## src/rtl/lc3b_types.sv

```systemverilog
// Shared types and default widths for the memory arbiter slice.
package lc3b_types;

  localparam int unsigned ADDR_W_DEF  = 12;
  localparam int unsigned DATA_W_DEF  = 128;
  localparam int unsigned SEL_W_DEF   = 16;
  localparam int unsigned TIMEOUT_DEF = 255;

  typedef enum logic [1:0] {
    StIdle,
    StGrantI,
    StGrantD
  } arb_state_e;

  typedef enum logic {
    LastFetch,
    LastData
  } last_grant_e;

endpackage

```

## src/rtl/arb_watchdog.sv

```systemverilog
// Grant wait counter: expired is high in the cycle the wait count reaches TIMEOUT.
module arb_watchdog
  import lc3b_types::*;
#(
  parameter int unsigned TIMEOUT = TIMEOUT_DEF
) (
  input  logic clk,
  input  logic rst,
  input  logic clear,
  input  logic enable,
  output logic expired
);

  localparam int unsigned CntW = $clog2(TIMEOUT + 1);

  logic [CntW-1:0] count_q, count_d;

  always_comb begin
    count_d = count_q;
    if (clear) begin
      count_d = '0;
    end else if (enable && (count_q != CntW'(TIMEOUT))) begin
      count_d = count_q + 1'b1;
    end
  end

  always_ff @(posedge clk or posedge rst) begin
    if (rst) begin
      count_q <= '0;
    end else begin
      count_q <= count_d;
    end
  end

  // count_q holds the wait cycles already spent, so this cycle is the TIMEOUT-th one.
  assign expired = enable & ~clear & (count_q == CntW'(TIMEOUT - 1));

endmodule

```

## src/rtl/mem_arbiter.sv

```systemverilog
// Round-robin arbiter sharing one downstream memory port between fetch and data masters.
module mem_arbiter
  import lc3b_types::*;
#(
  parameter int unsigned ADDR_W  = ADDR_W_DEF,
  parameter int unsigned DATA_W  = DATA_W_DEF,
  parameter int unsigned SEL_W   = SEL_W_DEF,
  parameter int unsigned TIMEOUT = TIMEOUT_DEF
) (
  input  logic              clk,
  input  logic              rst,
  input  logic              i_cyc,
  input  logic              i_stb,
  input  logic              i_we,
  input  logic [ADDR_W-1:0] i_adr,
  input  logic [DATA_W-1:0] i_dat_m,
  input  logic [SEL_W-1:0]  i_sel,
  output logic              i_ack,
  output logic              i_err,
  output logic [DATA_W-1:0] i_dat_s,
  input  logic              d_cyc,
  input  logic              d_stb,
  input  logic              d_we,
  input  logic [ADDR_W-1:0] d_adr,
  input  logic [DATA_W-1:0] d_dat_m,
  input  logic [SEL_W-1:0]  d_sel,
  output logic              d_ack,
  output logic              d_err,
  output logic [DATA_W-1:0] d_dat_s,
  output logic              m_cyc,
  output logic              m_stb,
  output logic              m_we,
  output logic [ADDR_W-1:0] m_adr,
  output logic [DATA_W-1:0] m_dat_m,
  output logic [SEL_W-1:0]  m_sel,
  input  logic              m_ack,
  input  logic [DATA_W-1:0] m_dat_s
);

  arb_state_e  state_q, state_d;
  last_grant_e last_q, last_d;
  logic        i_req, d_req, expired;

  assign i_req   = i_cyc & i_stb;
  assign d_req   = d_cyc & d_stb;
  assign i_dat_s = m_dat_s;
  assign d_dat_s = m_dat_s;

  arb_watchdog #(
    .TIMEOUT(TIMEOUT)
  ) u_watchdog (
    .clk    (clk),
    .rst    (rst),
    .clear  (state_q == StIdle),
    .enable ((state_q != StIdle) & ~m_ack),
    .expired(expired)
  );

  always_comb begin
    state_d = state_q;
    last_d  = last_q;
    m_cyc   = 1'b0;
    m_stb   = 1'b0;
    m_we    = 1'b0;
    m_adr   = '0;
    m_dat_m = '0;
    m_sel   = '0;
    i_ack   = 1'b0;
    i_err   = 1'b0;
    d_ack   = 1'b0;
    d_err   = 1'b0;
    unique case (state_q)
      StIdle: begin
        if (i_req && d_req) begin
          state_d = (last_q == LastFetch) ? StGrantD : StGrantI;
        end else if (i_req) begin
          state_d = StGrantI;
        end else if (d_req) begin
          state_d = StGrantD;
        end
      end
      StGrantI: begin
        m_cyc   = i_cyc;
        m_stb   = i_stb;
        m_we    = i_we;
        m_adr   = i_adr;
        m_dat_m = i_dat_m;
        m_sel   = i_sel;
        i_ack   = m_ack;
        i_err   = expired;
        // Ack, abort and timeout all end the grant; round-robin credit is spent either way.
        if (m_ack || !i_req || expired) begin
          state_d = StIdle;
          last_d  = LastFetch;
        end
      end
      StGrantD: begin
        m_cyc   = d_cyc;
        m_stb   = d_stb;
        m_we    = d_we;
        m_adr   = d_adr;
        m_dat_m = d_dat_m;
        m_sel   = d_sel;
        d_ack   = m_ack;
        d_err   = expired;
        if (m_ack || !d_req || expired) begin
          state_d = StIdle;
          last_d  = LastData;
        end
      end
      default: state_d = StIdle;
    endcase
  end

  always_ff @(posedge clk or posedge rst) begin
    if (rst) begin
      state_q <= StIdle;
      last_q  <= LastFetch;
    end else begin
      state_q <= state_d;
      last_q  <= last_d;
    end
  end

endmodule

```

## config.mk

```make
export PLATFORM = sky130hd
export DESIGN_NAME = mem_arbiter
export DESIGN_NICKNAME = d
export VERILOG_FILES = /design/src/rtl/lc3b_types.sv /design/src/rtl/arb_watchdog.sv /design/src/rtl/mem_arbiter.sv
export SDC_FILE = /design/constraint.sdc
export NUM_CORES = 1
export LEC_CHECK = 0
export CORE_AREA = 2 2 342 344
export DETAILED_ROUTE_END_ITERATION = 8
export DIE_AREA = 0 0 344 346
export DONT_BUFFER_PORTS = 1
export PLACE_DENSITY = 0.3
export REMOVE_ABC_BUFFERS = 1
export SYNTH_ARGS = -nofsm -noshare
export SYNTH_HDL_FRONTEND = slang
export SYNTH_SLANG_ARGS = --single-unit
```

## constraint.sdc

```tcl
create_clock -name clk -period 3.9 [get_ports clk]
set_input_delay 0.195 -clock clk [delete_from_list [all_inputs] [get_ports clk]]
set_output_delay 0.195 -clock clk [all_outputs]
set_load 0.02 [all_outputs]
```

==> run metrics, run 1 <==
result of the run finished, final reports clean; Worst Path Class, Setup flip-flop to output port; Via Count 5017; floorplan die height 346 um; number of routed nets with antenna violations 0; cell leakage power about 1 nW; clock transition at the register clock pins on the worst setup and hold paths after CTS roughly 40 ps; Max stage delay cell, worst path ha_4; Relative slew margins 39.94%; area occupied by multi-input gates about 0.0027 sq mm; pin count of the biggest net entering global routing 89; final setup violating endpoints 0; worst skew pair latency 240 ps; Routed WL per cell around 40 um; Final Power 0.003494 W; met3 WL approximately 19000 um; sequential element share of the synthesized area under 10%; Max H-tree Level 1; number of buffer and inverter instances along the worst setup path 2; detail-routed via count per cell 2.547; Post-synth top flop dfrtp_1; dominant cells by area after synthesis buf_4 38%, a22oi_1 24%, nor2b_1 20%; average cell area after synthesis about 7.2 sq um; Max Fanout on Critical Path 90; clock root buffer master clkbuf_16; total of flip-flops plus latches after synthesis 11; total routing resource utilization after global routing about an eighth; data arrival at the endpoint of the critical path approximately 2600 ps; post-synthesis cell type with the largest combined area buf_4; GPL Wtd Cong 0.9235; share of the synthesized area in the top cell type 38.08%; Syn-to-layout area delta 4.313%; top sig layer met5; Final period util 71.94%; overall routed net length 79010 um; number of DRC violations after detailed-routing iteration 0 492; number of nets at the end of the flow 881; share of flip-flops with an asynchronous set or reset 100.0%; met2 wire length roughly 30000 um; input/output buffers 0; TritonCTS clock tree yes; CP Capture Type output port; sequential cell area 275.3 sq um; ratio of cells with drive above 1 in the final layout a little under an eighth; biggest cell delay along the critical path 500 ps; TritonCTS Buffers 3; unrepaired setup endpoints after global routing no; clock buffer depth 2; remaining global-route overflow 0; total negative setup slack 0 ps; DRT Pass-1 Iters 5; cell family with the largest share of critical-path delay buffers and inverters; Worst EP required 3700 ps; Std-Cell Rows 125; post-route minimum period around 2800 ps; wire length of the first global-routing pass 87490 um; peak supply drop 361.6 uV; layout filler cell count 13690; Detailed Place HPWL about 67000 um; Met1 Wirelength 27470 um; kind of start point of the critical path flip-flop; max-capacitance violation count 0; starting density of the core 4.373%; list of cells traversed by the critical path inv_1 > ha_4 > buf_12 > a22oi_1 > nor2b_2; Die ar. 0.1190 sq mm; number of instances resized during post-cts repair 0; Die Span X 344 um; synthesized area 0.005047 sq mm; count of warnings emitted by yosys 0; DRC Markers 0; Hold/Removal Path Class input port to flip-flop; power density of the placed cells 663.7 mW/mm^2; transition time at the pin with the least slew margin ~900 ps; Post-synth EDFFs 0; antenna violations before repair 17; maximum clock rate 356.4 MHz; Clock Skew 4.633 ps; Sinks on Clock Net 11; post-synthesis instance total 701; Yosys cell types 37; number of ports placed on the die boundary 868; count of final max-slew check failures 0; number of global-route vias before repair 4453; worst-case hold slack 190.7 ps; area of the placeable core ~0.12 sq mm; total count of hold-check failures in the final report 0
==> layout make-up <==
class,instances,area share [%]
sequential,11,5.228
clock buffer,4,1.497
tap,1524,36.22
timing repair buffer,31,5.418
multi-input combinational,375,50.33
inverter,5,0.3565
antenna,20,0.9506
==> cell usage in the layout (no fill, tap or decap), types with 2 or more instances in the layout <==
cell type / netlist / layout
xnor2_1: 2 / 2
and2_1: 3 / 3
nor2b_1: 160 / 156
dfrtp_1: 11 / 11
o21ai_0: 2 / 2
ha_1: 5 / 2
nand2_1: 5 / 5
nor2_1: 7 / 7
and3_2: 2 / 2
clkbuf_16: 0 / 3
nor2b_2: 0 / 4
buf_12: 0 / 4
buf_4: 256 / 26
diode_2: 0 / 20
a22oi_1: 161 / 161
nand2b_1: 2 / 2
inv_1: 5 / 5
a31oi_1: 4 / 4
a211oi_1: 2 / 2
ha_4: 0 / 3
nand3_1: 2 / 2
==> through the flow <==
stage	area (sq um)	setup WS [ps]	util, %	std cells
after floorplan	2897	-321.8	-	391
final	5265	1094	4.562	1970
after CTS	5215	1015	4.518	1950
after global routing	5240	948.0	4.540	1960
after detailed placement	5126	1274	4.441	1945
after global placement	5126	1257	4.441	1945
==> per-layer routing <==
layer | up-vias | GRT usage, %
li1 | 1639 | -
met1 | 2285 | 12.16
met2 | 973 | 16.24
met3 | 90 | 14.30
met4 | 30 | 3.141
met5 | - | 7.271
==> flip-flops by register name, summed over array words and instances, names as in the netlist <==
register,count
u_watchdog.count_q,8
state_q,2
last_q,1
==> worst reg2reg max path, cell delays in order (launching register included) <==
cell      delay [ps]
dfrtp_1          400
inv_1            200
ha_4             500
buf_12           350
nand2b_1         180
o22ai_2          250
nand2_1           90
a22o_1           240
==> report_power, final <==
part           switching, W  internal, W  leakage [nW]
Sequential        0.0000247     0.000138         0.148
Combinational       0.00213      0.00102         0.788
Clock             0.0000508     0.000137        0.0383
Total               0.00220      0.00129         0.974
==> cell families after synthesis <==
logic type / share of synthesized area (%)
buffers and inverters: 42.98
adder cells (fa/ha/maj): 1.239
AO/OA/AOI/OAI: 26.30
flip-flops: 5.454
AND/OR/NAND/NOR: 23.50
XOR/XNOR: 0.5207
==> synth_stat cells (2+ instances only) <==
cell type,number
clkbuf_1,31
inv_1,5
and2_1,3
and3_2,2
nor2b_1,160
nor2_1,7
dfrtp_1,11
a31oi_1,4
buf_4,256
xnor2_1,2
buf_1,2
a211oi_1,2
nand2_1,5
nand3_1,2
ha_1,5
a22oi_1,161
buf_2,21
nand2b_1,2
o21ai_0,2
==> final timing paths <==
| path | from | to | slack, ps | depth (start not counted) |
|---|---|---|---|---|
| min in group asynchronous | rst | u_watchdog.count_q[2]$_DFFE_PP0P_ | 430 | 2 |
| max in group asynchronous | rst | state_q[0]$_DFFE_PP0P_ | 3120 | 2 |
| worst max register to register | state_q[0]$_DFFE_PP0P_ | last_q$_DFFE_PP0P_ | 1570 | 7 |
| worst max-delay path | state_q[0]$_DFFE_PP0P_ | m_dat_m[69] | 1090 | 5 |
| worst min-delay path | m_ack | u_watchdog.count_q[1]$_DFFE_PP0P_ | 190 | 3 |
| worst min register to register | u_watchdog.count_q[4]$_DFFE_PP0P_ | u_watchdog.count_q[4]$_DFFE_PP0P_ | 510 | 1 |
==> what timing repair did <==
action,CTS,global route
buffers inserted,0,0
hold buffers,1,0
endpoints found under the hold margin,11,0
Power figures use the tool's default switching activity.
==> inputs of run 2 (changes only) <==
==> constraint.sdc (replaced) <==
create_clock -name clk -period 2.45 [get_ports clk]
set_input_delay 0.1225 -clock clk [delete_from_list [all_inputs] [get_ports clk]]
set_output_delay 0.1225 -clock clk [all_outputs]
set_load 0.02 [all_outputs]
==> run 2 against run 1 <==
Routed wire length is 2.3% higher. Critical path depth up 1. Clock skew decreased by 2.6 ps. Die area unchanged. Worst setup slack got worse by 950 ps. Largest cell class unchanged. Largest power group unchanged.
==> run metrics, run 2 (same netlist as run 1, synthesis figures left out) <==
result of the run finished, final reports clean; floorplan die height about 350 um; most common library cell in the layout ignoring fill and taps nor2b_1; peak supply drop 623.7 uV; DRC Markers 0; detail-routed via count per cell 2.571; Post-Place Setup Slack -29.11 ps; number of ports placed on the die boundary 868; Std-Cell Rows 125; wire length of the first global-routing pass 90620 um; overall routed net length about 81000 um; max reg flops 8; CP Capture Type output port; Max Fanout on Critical Path 29; Worst Path Class, Setup flip-flop to output port; DRT Pass-1 Iters 4; area of the placeable core about 0.12 sq mm; cell leakage power 1.353 nW; transition time at the pin with the least slew margin 605.1 ps; pin count of the biggest net entering global routing 74; cell area after layout 0.005906 sq mm; Max stage delay cell, worst path dfrtp_1; clock transition at the register clock pins on the worst setup and hold paths after CTS 40 ps; depth of the worst register-to-register path 7; Die Span X 344 um; Worst EP required 2330 ps; cell family with the largest share of critical-path delay buffers and inverters; number of global-route vias before repair 4800; Syn-to-layout area delta 17.01%; Routed WL per cell ~40 um; Detailed Place HPWL a little under 70000 um; Sinks on Clock Net 11; internal reg-to-reg setup slack around 520 ps; starting density of the core 4.373%; Endpoint, Worst Hold u_watchdog.count_q[1]$_DFFE_PP0P_; number of buffer and inverter instances along the worst setup path 3; remaining global-route overflow 0; TritonCTS clock tree yes; GPL Wtd Cong 0.8969; list of cells traversed by the critical path inv_1 > ha_4 > buf_4 > a22oi_1 > nor2b_1 > buf_4; kind of start point of the critical path flip-flop; launch point of the critical path state_q[0]$_DFFE_PP0P_; Die ar. 0.1190 sq mm; Hold/Removal Path Class input port to flip-flop; Clock Skew 2.051 ps; number of nets at the end of the flow 944; largest registers in the final layout u_watchdog.count_q (8), state_q (2), last_q (1); total count of hold-check failures in the final report 0; input/output buffers 0; Hold Crit Depth 3; final setup violating endpoints 0; number of DRC violations after detailed-routing iteration 0 417; max-capacitance violation count 0; slack of the critical path 144.2 ps; unrepaired setup endpoints after global routing no; data arrival at the endpoint of the critical path approximately 2200 ps; total negative setup slack 0 ps; Max H-tree Level 1; number of routed nets with antenna violations 0; start of the worst register-to-register path state_q[0]$_DFFE_PP0P_; clock root buffer master clkbuf_16; hold path startpoint m_ack; TritonCTS Buffers 3; Final period util 94.11%; maximum clock rate ~430 MHz; post-route minimum period between 2000 and 2500 ps; RR Endpoint last_q$_DFFE_PP0P_; Relative slew margins 59.66%; commonest cells after routing, fill and taps aside 155 x nor2b_1, 150 x a22oi_1, 78 x buf_4, 14 x buf_12; largest register by flop count u_watchdog.count_q; power density of the placed cells 1052 mW/mm^2; clock buffer depth 2; worst skew pair latency 240 ps; antenna violations before repair 13; total routing resource utilization after global routing around an eighth; Crit path top cell by count buf_4; Worst path depth 6; post-place instance area ~0.0057 sq mm; count of final max-slew check failures 0; ratio of cells with drive above 1 in the final layout 25.15%; biggest cell delay along the critical path 400 ps; Via Count around 5200
==> run 2: what timing repair did <==
item                                    4_1_cts  5_1_grt
cloned                                        0        0
resized for setup                             7        6
hold buffers                                  1        0
setup buffers                                 0        0
endpoints found under the setup margin        7        5
hold endpoints to repair                     11        0
==> run 2: area by class of cell <==
class	instances	area [sq um]
Antenna cell	6	15.01
Sequential cell	11	275.3
Multi-Input combinational cell	375	2708
Inverter	5	18.77
Clock buffer	4	78.83
Timing Repair Buffer	94	903.4
Fill cell	13670	109500
Tap cell	1524	1907
==> run 2: per-layer routing <==
metal	track usage [%]	up-vias	wire length, um
met5	5.964	-	1162
met4	2.059	29	1289
met3	14.04	79	18450
met2	17.35	949	30850
met1	12.94	2388	29030
li1	-	1745	-
==> run 2: worst max path at each step <==
| stage | end | slack (ps) |
|---|---|---|
| 3_3_place_gp | m_dat_m[88] | -20 |
| 5_1_grt | m_dat_m[67] | 2 |
| 6_report | m_dat_m[67] | 140 |
| 3_5_place_dp | m_dat_m[88] | -30 |
| 2_1_floorplan | last_q$_DFFE_PP0P_ | -1770 |
| 4_1_cts | m_sel[13] | 3 |
==> run 2: tightest hold or removal path, delay by kind of cell <==
kind	cells	cell delay, ps
compound gates	2	100
simple gates	1	90
==> run 2: stage by stage <==
stage	total power [W]	std cells	hold WS, ps	utilization [%]
finish	0.006211	2019	119.0	5.117
detailed placement	0.005950	2008	81.99	4.970
CTS	0.006320	2013	113.1	5.078
global route	0.006704	2016	112.7	5.110
global placement	0.005966	2008	89.83	4.970
floorplan	0.003718	391	-25.06	-
==> run 2: where the power goes <==
| group | switching [W] | total (W) | leakage, nW | internal [W] |
|---|---|---|---|---|
| Clock | 0.0000840 | 0.000303 | 0.0382 | 0.000219 |
| Sequential | 0.0000408 | 0.000260 | 0.148 | 0.000219 |
| Combinational | 0.00354 | 0.00565 | 1.17 | 0.00211 |
| Total | 0.00366 | 0.00621 | 1.35 | 0.00255 |
